[src/rtl/rsa_stream_adapter.sv]
// rsa_stream_adapter: byte-stream front end for the 256-bit modular exponentiator.
// It collects the key (e then n) and the message m as big-endian byte streams,
// checks that m < n, launches one exponentiation, and streams the result back out.
//
// Handshake rule for both byte ports: a byte moves on a rising clk edge where
// valid && ready. A producer holds data stable while valid is high and ready is
// low. ready never depends on valid on the same port.
module rsa_stream_adapter #(
  parameter  int NBYTES = 32,
  localparam int W      = 8 * NBYTES
) (
  input  logic         clk,
  input  logic         reset,
  input  logic [7:0]   in_data,
  input  logic         in_key,
  input  logic         in_valid,
  output logic         in_ready,
  output logic [7:0]   out_data,
  output logic         out_valid,
  input  logic         out_ready,
  output logic         err,
  output logic         key_ok,
  output logic         busy,
  output logic [W-1:0] me_m,
  output logic [W-1:0] me_e,
  output logic [W-1:0] me_n,
  output logic         me_start,
  input  logic         me_valid,
  input  logic [W-1:0] me_out,
  output logic [2:0]   dbg_state
);

  localparam int CW = $clog2(2 * NBYTES);

  typedef enum logic [2:0] {
    S_COLLECT = 3'd0,
    S_CHECK   = 3'd1,
    S_START   = 3'd2,
    S_ARM     = 3'd3,
    S_WAIT    = 3'd4,
    S_SEND    = 3'd5
  } state_t;

  state_t         r_state;
  state_t         w_state_nxt;
  logic [W-1:0]   r_e;
  logic [W-1:0]   r_n;
  logic [W-1:0]   r_m;
  logic [W-1:0]   r_out;
  logic [CW-1:0]  r_key_cnt;
  logic [CW-1:0]  r_msg_cnt;
  logic [CW-1:0]  r_out_cnt;
  logic           r_key_ok;
  logic           w_in_fire;
  logic           w_out_fire;
  logic           w_reject;
  logic           w_err;
  logic           w_start;
  logic           w_last_msg;
  logic           w_last_out;

  // Only COLLECT accepts input; held low while reset is asserted.
  assign in_ready   = (r_state == S_COLLECT) && !reset;
  assign out_valid  = (r_state == S_SEND);
  assign out_data   = r_out[W-1 -: 8];
  assign busy       = (r_state != S_COLLECT);
  assign key_ok     = r_key_ok;
  assign err        = w_err;
  assign me_start   = w_start;
  assign me_m       = r_m;
  assign me_e       = r_e;
  assign me_n       = r_n;
  assign dbg_state  = r_state;

  assign w_in_fire  = in_valid && in_ready;
  assign w_out_fire = out_valid && out_ready;
  assign w_last_msg = (r_msg_cnt == CW'(NBYTES - 1));
  assign w_last_out = (r_out_cnt == CW'(NBYTES - 1));
  // A zero modulus is rejected explicitly even though m >= 0 already covers it.
  assign w_reject   = !r_key_ok || (r_m >= r_n) || (r_n == '0);

  // State register.
  always_ff @(posedge clk) begin
    if (reset) r_state <= S_COLLECT;
    else       r_state <= w_state_nxt;
  end

  // Next-state and one-cycle strobes.
  always_comb begin
    w_state_nxt = r_state;
    w_err       = 1'b0;
    w_start     = 1'b0;
    case (r_state)
      S_COLLECT: if (w_in_fire && !in_key && w_last_msg) w_state_nxt = S_CHECK;
      S_CHECK: begin
        if (w_reject) begin
          w_err       = 1'b1;
          w_state_nxt = S_COLLECT;
        end else begin
          w_state_nxt = S_START;
        end
      end
      S_START: begin
        w_start     = 1'b1;
        w_state_nxt = S_ARM;
      end
      // The previous run leaves me_valid high until the exponentiator re-inits.
      S_ARM:   if (!me_valid) w_state_nxt = S_WAIT;
      S_WAIT:  if (me_valid) w_state_nxt = S_SEND;
      S_SEND:  if (w_out_fire && w_last_out) w_state_nxt = S_COLLECT;
      default: w_state_nxt = S_COLLECT;
    endcase
  end

  // Key and message shift registers with their byte counters.
  always_ff @(posedge clk) begin
    if (reset) begin
      r_e       <= '0;
      r_n       <= '0;
      r_m       <= '0;
      r_key_cnt <= '0;
      r_msg_cnt <= '0;
      r_key_ok  <= 1'b0;
    end else if (w_in_fire) begin
      if (in_key) begin
        // Any key byte discards a partially collected message.
        r_msg_cnt <= '0;
        if (r_key_cnt < CW'(NBYTES)) r_e <= W'({r_e, in_data});
        else                         r_n <= W'({r_n, in_data});
        if (r_key_cnt == CW'(2 * NBYTES - 1)) begin
          r_key_cnt <= '0;
          r_key_ok  <= 1'b1;
        end else begin
          r_key_cnt <= r_key_cnt + CW'(1);
          r_key_ok  <= 1'b0;
        end
      end else begin
        // A message byte aborts a partial key load; key_ok is already low then.
        r_key_cnt <= '0;
        r_m       <= W'({r_m, in_data});
        if (w_last_msg) r_msg_cnt <= '0;
        else            r_msg_cnt <= r_msg_cnt + CW'(1);
      end
    end
  end

  // Result shift register: loaded from the exponentiator, drained MSB byte first.
  always_ff @(posedge clk) begin
    if (reset) begin
      r_out     <= '0;
      r_out_cnt <= '0;
    end else if (r_state == S_WAIT && me_valid) begin
      r_out     <= me_out;
      r_out_cnt <= '0;
    end else if (w_out_fire) begin
      r_out <= r_out << 8;
      if (w_last_out) r_out_cnt <= '0;
      else            r_out_cnt <= r_out_cnt + CW'(1);
    end
  end

endmodule

[config.mk]
export PLATFORM = sky130hd
export DESIGN_NAME = rsa_stream_adapter
export DESIGN_NICKNAME = d
export VERILOG_FILES = /design/src/rtl/rsa_stream_adapter.sv
export SDC_FILE = /design/constraint.sdc
export NUM_CORES = 2
export LEC_CHECK = 0
export CELL_PAD_IN_SITES_DETAIL_PLACEMENT = 0
export CELL_PAD_IN_SITES_GLOBAL_PLACEMENT = 2
export CORE_MARGIN = 5
export CORE_UTILIZATION = 28
export CTS_CLUSTER_DIAMETER = 40
export DETAILED_ROUTE_END_ITERATION = 8
export GPL_TIMING_DRIVEN = 0
export PLACE_DENSITY_LB_ADDON = 0.05
export SETUP_SLACK_MARGIN = 0.2
export SKIP_LAST_GASP = 1
export SYNTH_ARGS = -nofsm -noshare
export SYNTH_HDL_FRONTEND = slang
export SYNTH_SLANG_ARGS = --single-unit
[constraint.sdc]
create_clock -name clk -period 3.4 [get_ports clk]
set_input_delay 0.68 -clock clk [delete_from_list [all_inputs] [get_ports clk]]
set_output_delay 0.68 -clock clk [all_outputs]
set_load 0.05 [all_outputs]
==> flow_summary.ini <==
[yosys]
post-synth-top-area-fraction_pct = 46.70
synth_warnings = 0
synth-async-reset-ratio_pct = 0
seq_area_frac_synth_pct = 46.70
synth_nets = 6392
netlist_instances = 5863
yosys_register_bits = 1046
mappedNetlistArea_sq_um = 44840
syn-mean-instance-area_sq_um = 7.648
post_synth_main_area_contributors = sky130_fd_sc_hd__dfxtp_1 47%, sky130_fd_sc_hd__nand2_1 17%, sky130_fd_sc_hd__a21oi_1 10%, sky130_fd_sc_hd__ha_1 7.2%, sky130_fd_sc_hd__a311oi_1 4.3%
postSynth.topFlopCell = sky130_fd_sc_hd__dfxtp_1
synth_area_leader_cell = sky130_fd_sc_hd__dfxtp_1
netlist-cell-type-count = 66
synth_edf_count = 0

[final_layout]
final_layout_size_suffix_gt1_share_pct = 8.901
fillers = 16480
multi_input_comb_area_sq_um = 21660
seq_area_sq_um = 21120
areaGrowthSynthToFinish_pct = 47.51
layoutNonFillerInstCount = 9431
num-nets-final = 7674
final_cell_area_sq_um = 66140

[clock_network]
clock_latency_ns = 0.81
htreeDepth = 4
cts_root_buf = sky130_fd_sc_hd__clkbuf_16
cts_hold_buffers = 0
ctsLongestPathBuffers = 3
cts_num_sinks = 1046
worst_setup_hold_path_clk_slew_ns = 0.05
numCtsBuffers = 208
tritoncts = built

[timing]
fmaxAchievable_ghz = 0.2184
transition_time_at_the_pin_with_the_least_slew_margin_ns = 1.274
layout_worst_path_cycle_share_pct = 134.7
hold_viol = 0
smallest_hold_slack_ns = 0.3613
final-max-slew-violation-count = 0
worst_clock_skew_ns = 0.02769
rsz0062_at_grt = true
fin_ws_ns = -1.179
relSlewSlack_pct = 15.08
fin_crit_ns = 4.579
final.setup.tns_ns = -1.179
report.final.setup_viol = 1

[grt]
global_route.overflow_total = 0
maximum_number_of_pins_on_one_net_before_global_route_repair = 17
first_global_vias = 45080
global_route_wire_length_before_repair_mm = 320.2
global_route.usage.total_pct = 25.55
antenna_found_initial = 50

[die]
initial_utilization_pct = 28.25
dieWidth_um = 410.2
dieHeight_um = 410.2
io-pin-count = 1055
design.core.area_sq_um = 158700
row_count = 146
dieArea_sq_um = 168300

[hold_path]
timing.hold.worst.start = in_key
hold_path_class = in -> reg

[critical_path]
critPathBufInv = 5
rr_startpoint = me_n[189]
critical-path-top-cell-by-count = sky130_fd_sc_hd__nand4_1
worstPathRequired_ns = 2.72
worstPathCellList = inv_2 > ha_4 > nand4_1 > nor4_4 > nand4_1 > buf_4 > nor3_4 > buf_12 > nand4_1 > o22ai_4 > a2111oi_4 > buf_4 > nor4b_4 > buf_6
reg2reg_setup_slack_ns = 0.36
timing.critical_path.fanout_max = 3
worstReg2RegEnd = dbg_state[1]
critical_path.max_stage_delay_ns = 0.40
critical_path.top_delay_family = simple AND/OR/NAND/NOR gates
r2r.worst_path.cells = 13
start_kind = register
cp_num_cells = 14
critPathKind = reg -> out
worst-endpoint-arrival_ns = 3.90
setup.worst_path.end = err
worst_setup_path_startpoint = me_n[189]
cp-end-kind = primary output
critical-path-slowest-cell = sky130_fd_sc_hd__nor4_4

[detailed_routing]
post_drt_wl_per_cell_um = 23.92
viasPerCell = 4.890
drt_pre_antenna_iters = 6
drtIter0Drc = 3344
drc = 0
drtAntennaViolNets = 0
routed-via-count = 46120
detail_route.wirelength_mm = 225.6

[placement]
gp_congestion = 0.8525
dp_cells = 8987
post-dp-hpwl_mm = 176.7
dpl_cell_area_sq_um = 58120
numPortBuffers = 1052

[power_and_ir_drop]
vdd_ir_drop_max_mv = 0.4840
power_per_cell_area_nw_per_um2 = 521.9
leakagePower_uw = 0.02282
finalPower_uw = 34520

[status]
result_of_the_run = finished, violations left
violations = negative setup slack

[flow_run]
max-cap-violations = 0
[tightest hold or removal path: stages]
cell and delay (ns):
sky130_fd_sc_hd__clkbuf_1 0.22, sky130_fd_sc_hd__nand3_1 0.15, sky130_fd_sc_hd__a21oi_1 0.06
[final cells by class]
type                            instances  area share [%]
Antenna cell                           34          0.1286
Buffer                                408           2.542
Clock buffer                          263           8.667
Clock inverter                        127           2.417
Inverter                              260           1.475
Multi-Input combinational cell       4149           32.75
Sequential cell                      1046           31.93
Tap cell                             2072           3.919
Timing Repair Buffer                 1072           16.17
[timing repair]
action	in CTS	in global routing
resized for setup	98	30
pin swaps	21	1
buffers inserted	19	1
setup endpoints to repair	309	394
[state kept, by name, summed over array words and instances, names as in the netlist]
register	flops
me_m	256
r_msg_cnt	6
r_key_cnt	6
r_out	256
dbg_state	3
r_out_cnt	6
me_e	256
me_n	256
key_ok	1
[logic make-up (layout without fill, tap and decap cells)]
logic type	Yosys count	count (layout)	share of synthesized area [%]
xor+xnor	4	4	0.07814
simple gates	2603	2603	23.15
fa+ha+maj	259	259	7.227
buf+inv	668	2130	5.874
mux	1	1	0.02232
flops	1046	1046	46.70
other cells	0	34	0
compound gates	1282	1282	16.95
[synth_stat cells (40+ instances only)]
master and number:
sky130_fd_sc_hd__nor2_1 280, sky130_fd_sc_hd__nand2_1 2078, sky130_fd_sc_hd__clkbuf_1 316, sky130_fd_sc_hd__o21ai_0 43
sky130_fd_sc_hd__a311oi_1 218, sky130_fd_sc_hd__nor4_1 75, sky130_fd_sc_hd__nand3_1 40, sky130_fd_sc_hd__inv_1 260
sky130_fd_sc_hd__dfxtp_1 1046, sky130_fd_sc_hd__ha_1 259, sky130_fd_sc_hd__nand4_1 65, sky130_fd_sc_hd__a21oi_1 902
sky130_fd_sc_hd__buf_2 77
[worst min-delay path by stage]
| stage | end | slack [ns] | cells past startpoint |
|---|---|---|---|
| after floorplan | r_out[255] | 0.44 | 2 |
| after global placement | r_out[159] | 0.44 | 2 |
| after detailed placement | r_out[239] | 0.45 | 2 |
| after CTS | r_key_cnt[1] | 0.26 | 3 |
| after global routing | r_key_cnt[1] | 0.37 | 3 |
| final | r_key_cnt[1] | 0.36 | 3 |
[stage by stage]
step	util [%]	worst slack [ns]
2_1_floorplan	-	-0.03798
3_3_place_gp	36.61	-2.435
3_5_place_dp	36.61	-2.475
4_1_cts	41.59	-1.264
5_1_grt	41.64	-1.420
6_report	41.67	-1.179
[per-layer routing]
layer | up-vias | global-route usage (%) | share of wire [%]
met4 | 18 | 8.095 | 3.0
met3 | 297 | 6.824 | 6.8
met1 | 22020 | 32.19 | 43
li1 | 22420 | - | -
met2 | 1360 | 42.58 | 47
met5 | - | 0 | 0.046
[cell usage in the layout, fill, tap and decap left out, types with 65 or more instances in the layout]
master and instances:
sky130_fd_sc_hd__dfxtp_2 88, sky130_fd_sc_hd__nand4_1 65, sky130_fd_sc_hd__a311oi_1 217, sky130_fd_sc_hd__clkbuf_16 209
sky130_fd_sc_hd__a21oi_1 902, sky130_fd_sc_hd__dfxtp_1 940, sky130_fd_sc_hd__nor2_1 276, sky130_fd_sc_hd__buf_2 74
sky130_fd_sc_hd__inv_1 254, sky130_fd_sc_hd__nand2_1 2077, sky130_fd_sc_hd__ha_1 252, sky130_fd_sc_hd__clkbuf_1 326
sky130_fd_sc_hd__clkdlybuf4s50_1 1044
[power by group]
group	total [uW]	switching, uW	internal, uW
registers	12300	12.8	12300
clock network	21300	7440	13800
logic	955	585	370
Note: power is estimated with default switching activity, not from simulation.
